$ cat config.mk
export PLATFORM = sky130hd
export DESIGN_NAME = ahbl_splitter_flat
export DESIGN_NICKNAME = d
export VERILOG_FILES = /design/src/rtl/ahbl_splitter_if.sv /design/src/rtl/ahbl_splitter.sv /design/src/flat_wrapper.sv
export SDC_FILE = /design/constraint.sdc
export NUM_CORES = 1
export LEC_CHECK = 0
export ABC_CLOCK_PERIOD_IN_PS = 1300
export BUFFER_PORTS_ARGS = -buffer_cell sky130_fd_sc_hd__buf_2
export CELL_PAD_IN_SITES_DETAIL_PLACEMENT = 0
export CELL_PAD_IN_SITES_GLOBAL_PLACEMENT = 1
export CORE_AREA = 3 3 217 219
export CTS_CLUSTER_SIZE = 28
export DETAILED_ROUTE_END_ITERATION = 10
export DIE_AREA = 0 0 220 222
export GPL_ROUTABILITY_DRIVEN = 0
export GPL_TIMING_DRIVEN = 0
export HOLD_SLACK_MARGIN = 0.12
export PLACE_DENSITY = 0.41
export RECOVER_POWER = 25
export SYNTH_ARGS = -nofsm -noshare
export SYNTH_HDL_FRONTEND = slang
export SYNTH_SLANG_ARGS = --single-unit
$ cat constraint.sdc
create_clock -name clk -period 1.3 [get_ports clk]
set_input_delay 0.13 -clock clk [delete_from_list [all_inputs] [get_ports clk]]
set_output_delay 0.13 -clock clk [all_outputs]
set_load 0.05 [all_outputs]
$ cat src/rtl/ahbl_splitter_if.sv
// AHB-Lite bus bundle with N packed lanes; N=1 for the master side, N=N_PORTS for the fan-out side.
// master drives the address phase and HREADY, slave returns HREADYOUT/HRESP/HRDATA/HEXOKAY.
interface ahbl_splitter_if #(
  parameter int N      = 1,
  parameter int W_ADDR = 32,
  parameter int W_DATA = 32
);
  logic [N*W_ADDR-1:0] d_pc;
  logic [N*W_DATA-1:0] hartid;
  logic [N-1:0]        hready;
  logic [N-1:0]        hready_resp;
  logic [N-1:0]        hresp;
  logic [N*W_ADDR-1:0] haddr;
  logic [N-1:0]        hwrite;
  logic [N*2-1:0]      htrans;
  logic [N*3-1:0]      hsize;
  logic [N*3-1:0]      hburst;
  logic [N*4-1:0]      hprot;
  logic [N-1:0]        hmastlock;
  logic [N*W_DATA-1:0] hwdata;
  logic [N*W_DATA-1:0] hrdata;
  logic [N-1:0]        hexcl;
  logic [N*8-1:0]      hmaster;
  logic [N-1:0]        hexokay;

  modport master (
    output d_pc, hartid, hready, haddr, hwrite, htrans, hsize, hburst, hprot,
           hmastlock, hwdata, hexcl, hmaster,
    input  hready_resp, hresp, hrdata, hexokay
  );

  modport slave (
    input  d_pc, hartid, hready, haddr, hwrite, htrans, hsize, hburst, hprot,
           hmastlock, hwdata, hexcl, hmaster,
    output hready_resp, hresp, hrdata, hexokay
  );
endinterface

$ cat src/rtl/ahbl_splitter.sv
// 1:N AHB-Lite splitter: address decode to one of N_PORTS slaves, registered data-phase select,
// and an internal default slave that answers unmapped active transfers with a two-cycle ERROR.
module ahbl_splitter #(
  parameter int                       N_PORTS   = 2,
  parameter int                       W_ADDR    = 32,
  parameter int                       W_DATA    = 32,
  parameter logic [N_PORTS*W_ADDR-1:0] ADDR_MAP  = '0,
  parameter logic [N_PORTS*W_ADDR-1:0] ADDR_MASK = '0
) (
  input  logic                clk,
  input  logic                rst_n,
  ahbl_splitter_if.slave      src,
  ahbl_splitter_if.master     dst,
  output logic [N_PORTS-1:0]  slave_sel_d
);

  typedef enum logic [1:0] {
    S_IDLE = 2'd0,
    S_ERR1 = 2'd1,
    S_ERR2 = 2'd2
  } state_t;

  logic [N_PORTS-1:0] w_match;
  logic [N_PORTS-1:0] w_first;
  logic [N_PORTS-1:0] w_sel_a;
  logic               w_decode_err_a;
  logic [N_PORTS-1:0] r_slave_sel_d;
  state_t             r_state;
  state_t             w_state_nxt;
  logic               w_err_ready;
  logic               w_err_resp;
  logic [W_DATA-1:0]  w_hrdata;

  for (genvar gi = 0; gi < N_PORTS; gi++) begin : g_port
    assign w_match[gi] = (src.haddr & ADDR_MASK[gi*W_ADDR +: W_ADDR])
                         == ADDR_MAP[gi*W_ADDR +: W_ADDR];
    assign dst.htrans[gi*2 +: 2] = w_sel_a[gi] ? src.htrans : 2'b00;
  end

  // Scan from the top so the lowest matching index is the last one written and wins.
  always_comb begin
    // NOTE: every comb output gets a default first so no path leaves it unassigned (no latch).
    w_first = '0;
    for (int i = N_PORTS - 1; i >= 0; i--) begin
      if (w_match[i]) begin
        w_first    = '0;
        w_first[i] = 1'b1;
      end
    end
  end

  assign w_sel_a        = w_first & {N_PORTS{src.htrans[1]}};
  assign w_decode_err_a = src.htrans[1] && (w_match == '0);

  assign dst.d_pc      = {N_PORTS{src.d_pc}};
  assign dst.hartid    = {N_PORTS{src.hartid}};
  assign dst.hready    = {N_PORTS{src.hready}};
  assign dst.haddr     = {N_PORTS{src.haddr}};
  assign dst.hwrite    = {N_PORTS{src.hwrite}};
  assign dst.hsize     = {N_PORTS{src.hsize}};
  assign dst.hburst    = {N_PORTS{src.hburst}};
  assign dst.hprot     = {N_PORTS{src.hprot}};
  assign dst.hmastlock = {N_PORTS{src.hmastlock}};
  assign dst.hwdata    = {N_PORTS{src.hwdata}};
  assign dst.hexcl     = {N_PORTS{src.hexcl}};
  assign dst.hmaster   = {N_PORTS{src.hmaster}};

  always_ff @(posedge clk or negedge rst_n) begin
    // NOTE: sequential state uses non-blocking assignment so all registers update together.
    if (!rst_n) begin
      r_slave_sel_d <= '0;
    end else if (src.hready) begin
      r_slave_sel_d <= w_sel_a;
    end
  end

  assign slave_sel_d = r_slave_sel_d;

  always_ff @(posedge clk or negedge rst_n) begin
    if (!rst_n) begin
      r_state <= S_IDLE;
    end else begin
      r_state <= w_state_nxt;
    end
  end

  // ERR2 drives HREADYOUT high, so a new unmapped phase can be accepted there and chain into ERR1.
  always_comb begin
    w_state_nxt = r_state;
    case (r_state)
      S_IDLE:  if (src.hready && w_decode_err_a) w_state_nxt = S_ERR1;
      S_ERR1:  w_state_nxt = S_ERR2;
      S_ERR2:  w_state_nxt = (src.hready && w_decode_err_a) ? S_ERR1 : S_IDLE;
      default: w_state_nxt = S_IDLE;
    endcase
  end

  always_comb begin
    w_err_ready = 1'b1;
    w_err_resp  = 1'b0;
    case (r_state)
      S_ERR1:  begin w_err_ready = 1'b0; w_err_resp = 1'b1; end
      S_ERR2:  begin w_err_ready = 1'b1; w_err_resp = 1'b1; end
      default: begin w_err_ready = 1'b1; w_err_resp = 1'b0; end
    endcase
  end

  // AND-OR data mux: reads as zero whenever no slave owns the data phase.
  always_comb begin
    w_hrdata = '0;
    for (int i = 0; i < N_PORTS; i++) begin
      if (r_slave_sel_d[i]) w_hrdata = w_hrdata | dst.hrdata[i*W_DATA +: W_DATA];
    end
  end

  always_comb begin
    if (r_slave_sel_d != '0) begin
      src.hready_resp = |(r_slave_sel_d & dst.hready_resp);
      src.hresp       = |(r_slave_sel_d & dst.hresp);
    end else begin
      src.hready_resp = w_err_ready;
      src.hresp       = w_err_resp;
    end
  end

  assign src.hrdata  = w_hrdata;
  assign src.hexokay = |(r_slave_sel_d & dst.hexokay);

endmodule

$ cat src/flat_wrapper.sv
// flat-port wrapper written by rule: the top's interface ports become plain ports
module ahbl_splitter_flat 
#(
  parameter int                       N_PORTS   = 2,
  parameter int                       W_ADDR    = 32,
  parameter int                       W_DATA    = 32,
  parameter logic [N_PORTS*W_ADDR-1:0] ADDR_MAP  = '0,
  parameter logic [N_PORTS*W_ADDR-1:0] ADDR_MASK = '0
)
  (clk, rst_n, slave_sel_d, src_d_pc, src_hartid, src_hready, src_haddr, src_hwrite, src_htrans, src_hsize, src_hburst, src_hprot, src_hmastlock, src_hwdata, src_hexcl, src_hmaster, src_hready_resp, src_hresp, src_hrdata, src_hexokay, dst_d_pc, dst_hartid, dst_hready, dst_haddr, dst_hwrite, dst_htrans, dst_hsize, dst_hburst, dst_hprot, dst_hmastlock, dst_hwdata, dst_hexcl, dst_hmaster, dst_hready_resp, dst_hresp, dst_hrdata, dst_hexokay);
  ahbl_splitter_if #(.N(1), .W_ADDR(W_ADDR), .W_DATA(W_DATA)) src_i ();
  ahbl_splitter_if #(.N(2), .W_ADDR(W_ADDR), .W_DATA(W_DATA)) dst_i ();
  input  logic clk;
  input  logic rst_n;
  output logic [N_PORTS-1:0] slave_sel_d;
  input wire logic [$bits(src_i.d_pc)-1:0] src_d_pc;
  input wire logic [$bits(src_i.hartid)-1:0] src_hartid;
  input wire logic [$bits(src_i.hready)-1:0] src_hready;
  input wire logic [$bits(src_i.haddr)-1:0] src_haddr;
  input wire logic [$bits(src_i.hwrite)-1:0] src_hwrite;
  input wire logic [$bits(src_i.htrans)-1:0] src_htrans;
  input wire logic [$bits(src_i.hsize)-1:0] src_hsize;
  input wire logic [$bits(src_i.hburst)-1:0] src_hburst;
  input wire logic [$bits(src_i.hprot)-1:0] src_hprot;
  input wire logic [$bits(src_i.hmastlock)-1:0] src_hmastlock;
  input wire logic [$bits(src_i.hwdata)-1:0] src_hwdata;
  input wire logic [$bits(src_i.hexcl)-1:0] src_hexcl;
  input wire logic [$bits(src_i.hmaster)-1:0] src_hmaster;
  output wire logic [$bits(src_i.hready_resp)-1:0] src_hready_resp;
  output wire logic [$bits(src_i.hresp)-1:0] src_hresp;
  output wire logic [$bits(src_i.hrdata)-1:0] src_hrdata;
  output wire logic [$bits(src_i.hexokay)-1:0] src_hexokay;
  output wire logic [$bits(dst_i.d_pc)-1:0] dst_d_pc;
  output wire logic [$bits(dst_i.hartid)-1:0] dst_hartid;
  output wire logic [$bits(dst_i.hready)-1:0] dst_hready;
  output wire logic [$bits(dst_i.haddr)-1:0] dst_haddr;
  output wire logic [$bits(dst_i.hwrite)-1:0] dst_hwrite;
  output wire logic [$bits(dst_i.htrans)-1:0] dst_htrans;
  output wire logic [$bits(dst_i.hsize)-1:0] dst_hsize;
  output wire logic [$bits(dst_i.hburst)-1:0] dst_hburst;
  output wire logic [$bits(dst_i.hprot)-1:0] dst_hprot;
  output wire logic [$bits(dst_i.hmastlock)-1:0] dst_hmastlock;
  output wire logic [$bits(dst_i.hwdata)-1:0] dst_hwdata;
  output wire logic [$bits(dst_i.hexcl)-1:0] dst_hexcl;
  output wire logic [$bits(dst_i.hmaster)-1:0] dst_hmaster;
  input wire logic [$bits(dst_i.hready_resp)-1:0] dst_hready_resp;
  input wire logic [$bits(dst_i.hresp)-1:0] dst_hresp;
  input wire logic [$bits(dst_i.hrdata)-1:0] dst_hrdata;
  input wire logic [$bits(dst_i.hexokay)-1:0] dst_hexokay;
  assign src_i.d_pc = src_d_pc;
  assign src_i.hartid = src_hartid;
  assign src_i.hready = src_hready;
  assign src_i.haddr = src_haddr;
  assign src_i.hwrite = src_hwrite;
  assign src_i.htrans = src_htrans;
  assign src_i.hsize = src_hsize;
  assign src_i.hburst = src_hburst;
  assign src_i.hprot = src_hprot;
  assign src_i.hmastlock = src_hmastlock;
  assign src_i.hwdata = src_hwdata;
  assign src_i.hexcl = src_hexcl;
  assign src_i.hmaster = src_hmaster;
  assign src_hready_resp = src_i.hready_resp;
  assign src_hresp = src_i.hresp;
  assign src_hrdata = src_i.hrdata;
  assign src_hexokay = src_i.hexokay;
  assign dst_d_pc = dst_i.d_pc;
  assign dst_hartid = dst_i.hartid;
  assign dst_hready = dst_i.hready;
  assign dst_haddr = dst_i.haddr;
  assign dst_hwrite = dst_i.hwrite;
  assign dst_htrans = dst_i.htrans;
  assign dst_hsize = dst_i.hsize;
  assign dst_hburst = dst_i.hburst;
  assign dst_hprot = dst_i.hprot;
  assign dst_hmastlock = dst_i.hmastlock;
  assign dst_hwdata = dst_i.hwdata;
  assign dst_hexcl = dst_i.hexcl;
  assign dst_hmaster = dst_i.hmaster;
  assign dst_i.hready_resp = dst_hready_resp;
  assign dst_i.hresp = dst_hresp;
  assign dst_i.hrdata = dst_hrdata;
  assign dst_i.hexokay = dst_hexokay;
  ahbl_splitter #(.N_PORTS(N_PORTS), .W_ADDR(W_ADDR), .W_DATA(W_DATA), .ADDR_MAP(ADDR_MAP), .ADDR_MASK(ADDR_MASK)) u_core (.clk(clk), .rst_n(rst_n), .src(src_i), .dst(dst_i), .slave_sel_d(slave_sel_d));
endmodule
Yosys cells after proc, flatten, opt, wreduce, memory -nomap -nowiden:

Cells that the tools add are included.

* input bits: 224
* word-level logic and storage cells: 19
* flip-flop bits (word level): 3
* output and inout port bits: 341

* muxes and demuxes: 7
* equality and inequality tests: 2
* bitwise gates (word level): 3
* reductions and logical operators: 5

Operator list (number)
* 2-to-1 mux 32 bit: 1
* OR reduction 2 bit: 4
* bitwise AND 1 x 2 -> 2 bit: 3
* 2-to-1 mux 1 bit: 4
* one-hot mux 2 bit (2 select lines): 1
* equality test 2 x 1 -> 1 bit (second input constant): 1
* equality test 2 bit (second input constant): 1
* zero test 2 bit: 1
* 2-to-1 mux 2 bit: 1

Longest topological paths before layout:

* word-level depth: 4
* gate-level depth with buffers: 2
* depth with buffers taken out: 1

Worst setup path before layout:

No wires, ideal clock.

* path type: reg2out
* start: register u_core.r_slave_sel_d[0], in the netlist u_core.slave_sel_d[0]
* end: output src_hexokay
* data required time: 1.170 ns
* stages on the path, launching flop included: 3
* arrival time: 1.246 ns
* slack: -0.076 ns
* buffers on the path: 1
* cell sequence: dfrtp_1 clkbuf_2 and2_2

* word-level cells in the longest chain between the ends: 2

RTL lines
* start: declaration: RTL line ahbl_splitter.sv:27 `logic [N_PORTS-1:0] r_slave_sel_d;`
* start signal: assignment: RTL line ahbl_splitter.sv:73 `r_slave_sel_d <= w_sel_a;`
* bitwise AND 1 x 2 -> 2 bit: RTL line ahbl_splitter.sv:127 `assign src.hexokay = |(r_slave_sel_d & dst.hexokay);`
* OR reduction 2 bit: RTL line ahbl_splitter.sv:127
* end: declaration: RTL line flat_wrapper.sv:32 `output wire logic [$bits(src_i.hexokay)-1:0] src_hexokay;`

Every way passes these cells.

Final worst setup path:

* start: register u_core.r_slave_sel_d[0], in the netlist u_core.slave_sel_d[0]
* end: output src_hrdata[2]

* word-level cells in the longest chain between the ends: 1

RTL lines
* 2-to-1 mux 32 bit: RTL line ahbl_splitter.sv:112 `if (r_slave_sel_d[i]) w_hrdata = w_hrdata | dst.hrdata[i*W_DATA +: W_DATA];`
* end: declaration: RTL line flat_wrapper.sv:31 `output wire logic [$bits(src_i.hrdata)-1:0] src_hrdata;`

Every way passes these cells.

==> results.json <==
{
  "outcome": "finished clean",
  "maxSlewViolCount": 0,
  "clk_pin_slew_ns": 0,
  "rsz0062_at_grt": "false",
  "grt_pass1_vias": 2902,
  "die_width_um": 220,
  "largest_reg_flops": 1,
  "worst_ep_arrival_time_ns": 1.08,
  "crit_fanout": 10,
  "worstSkewPairLatency_ns": 0,
  "row_count": 78,
  "p_leak_nw": 2.916,
  "cp_top_family": "buffers and inverters",
  "initial_utilization": 0.05755,
  "finClkSkew_ns": 0,
  "irDropWorstVdd_mv": 0.2462,
  "totalWireLength_mm": 12.82,
  "timing.slew.headroom": 0.5959,
  "drc_errors": 0,
  "fmax_mhz": 824.7,
  "ios": 565,
  "syn-mean-instance-area_um2": 7.533,
  "drive_above_1_share": 0.8764,
  "vias": 3024,
  "antenna_left": 0,
  "end_kind": "primary output",
  "synthTopCellsByArea": "buf_4 88%, and2_2 9.8%, dfrtp_1 0.96%",
  "yosysTopAreaCellShare": 0.8757,
  "worst_pin_slew_ns": 0.6088,
  "synth_top_area_cell": "buf_4",
  "io_buffers": 377,
  "die_h_um": 222,
  "grt.overflow.total": 0,
  "path_class": "register to primary output",
  "finalSetupTns_ns": 0,
  "synth_cell_type_count": 8,
  "num-nets-final": 954,
  "num_antenna_cells": 0,
  "wl_per_cell_um": 9.654,
  "grt_pass1_wl_mm": 16.19,
  "worstPathCellList": "clkbuf_2, and2_2, buf_2",
  "hold_violations": 0,
  "first_pass_iters": 4,
  "antenna_found_initial": 0,
  "hold_ws_ns": 0.4057,
  "crit_required_ns": 1.17,
  "path_buf_inv": 2,
  "dpl.hpwl_mm": 12.19,
  "netlist_instances": 346,
  "final_area_um2": 5238,
  "power_density_nw_per_um2": 686.3,
  "period_needed_ns": 1.213,
  "drt_iter0_markers": 32,
  "pre_cts_slack_ns": -0.04795,
  "syn_to_final_growth_pct": 101.0,
  "min_period_over_period": 0.9328,
  "seq_area_frac_synth": 0.009602,
  "setup_slack_ns": 0.08742,
  "crit_path_start_kind": "register",
  "grt_max_degree": 11,
  "post_dp_cell_area_um2": 5253,
  "core_area_um2": 45280,
  "max_stage_delay_ns": 0.45,
  "yosys_warnings": 0,
  "track_usage": 0.04269,
  "syn-cell-area_um2": 2606,
  "via_per_inst": 2.277,
  "finalPower_mw": 3.595,
  "hold_path.class": "primary input to register",
  "die-area_um2": 48840,
  "synth_seq_cells": 1,
  "cap_viol_max_count": 0,
  "setup_viol": 0,
  "critPathSlowestCell": "dfrtp_2"
}
[layout by cell type, fill, tap and decap left out, drive strengths merged]
cell / count
mux2: 1
clkbuf: 109
dlygate4sd3: 1
or2b: 1
buf: 577
dfrtp: 1
and2: 35
conb: 3
[report_power, final]
group,internal (mW),total (mW),switching (mW)
Clock,0,0,0
Combinational,1.06,3.55,2.49
Sequential,0.0355,0.0452,0.00971
Total,1.09,3.59,2.50
[final timing paths]
path	from	end	slack, ns	cells after the start
min reg2reg	u_core.slave_sel_d[0]$_DFFE_PN0P_	u_core.slave_sel_d[0]$_DFFE_PN0P_	0.85	2
min	src_htrans[1]	u_core.slave_sel_d[0]$_DFFE_PN0P_	0.41	2
max in group asynchronous	rst_n	u_core.slave_sel_d[0]$_DFFE_PN0P_	0.76	2
max	u_core.slave_sel_d[0]$_DFFE_PN0P_	src_hrdata[2]	0.09	3
min in group asynchronous	rst_n	u_core.slave_sel_d[0]$_DFFE_PN0P_	0.44	2
max reg2reg	u_core.slave_sel_d[0]$_DFFE_PN0P_	u_core.slave_sel_d[0]$_DFFE_PN0P_	0.26	2
[kinds of logic (layout without fill, tap and decap cells)]
logic type,after synthesis,count (layout),share of synthesized area
multiplexers,1,1,0.004320
buffers and inverters,307,687,0.8814
AND/OR/NAND/NOR,36,36,0.1032
other,1,3,0.001439
flip-flops,1,1,0.009600
[synthesized netlist by cell type]
cell type  number
dfrtp_1         1
clkbuf_2        3
conb_1          1
and2_1          1
and2_2         34
buf_4         304
mux2_2          1
or2b_1          1
[routing by layer]
layer | track usage | routed length [um] | up-vias
li1 | - | - | 1494
met1 | 0.03045 | 3078 | 1245
met2 | 0.1097 | 8220 | 285
met3 | 0.005893 | 1522 | 0
met4 | 0 | 0 | 0
met5 | 0 | 0 | -
[metrics by stage]
| stage | std cells | utilization |
|---|---|---|
| floorplan | 348 | - |
| global placement | 1325 | 0.1160 |
| detailed placement | 1325 | 0.1160 |
| CTS | 1327 | 0.1168 |
| global route | 1328 | 0.1157 |
| finish | 1328 | 0.1157 |
[area by class of cell]
cell class | count | area [um^2]
Fill cell | 5341 | 40050
Buffer | 307 | 2302
Timing Repair Buffer | 380 | 1867
Tap cell | 600 | 750.7
Multi-Input combinational cell | 40 | 291.5
Sequential cell | 1 | 26.28
[worst reg2reg max path, stage by stage, from the launching register on]
cell and delay, ns:
dfrtp_2 0.46, clkbuf_2 0.18, mux2_2 0.27
[repair_timing]
action | 4_1_cts | 5_1_grt
endpoints found under the setup margin | 25 | 21
setup buffers | 1 | 1
hold buffers | 1 | 0
gates resized for setup | 7 | 20
endpoints found under the hold margin | 1 | 0
No activity file was read; power rests on OpenSTA's default activity.
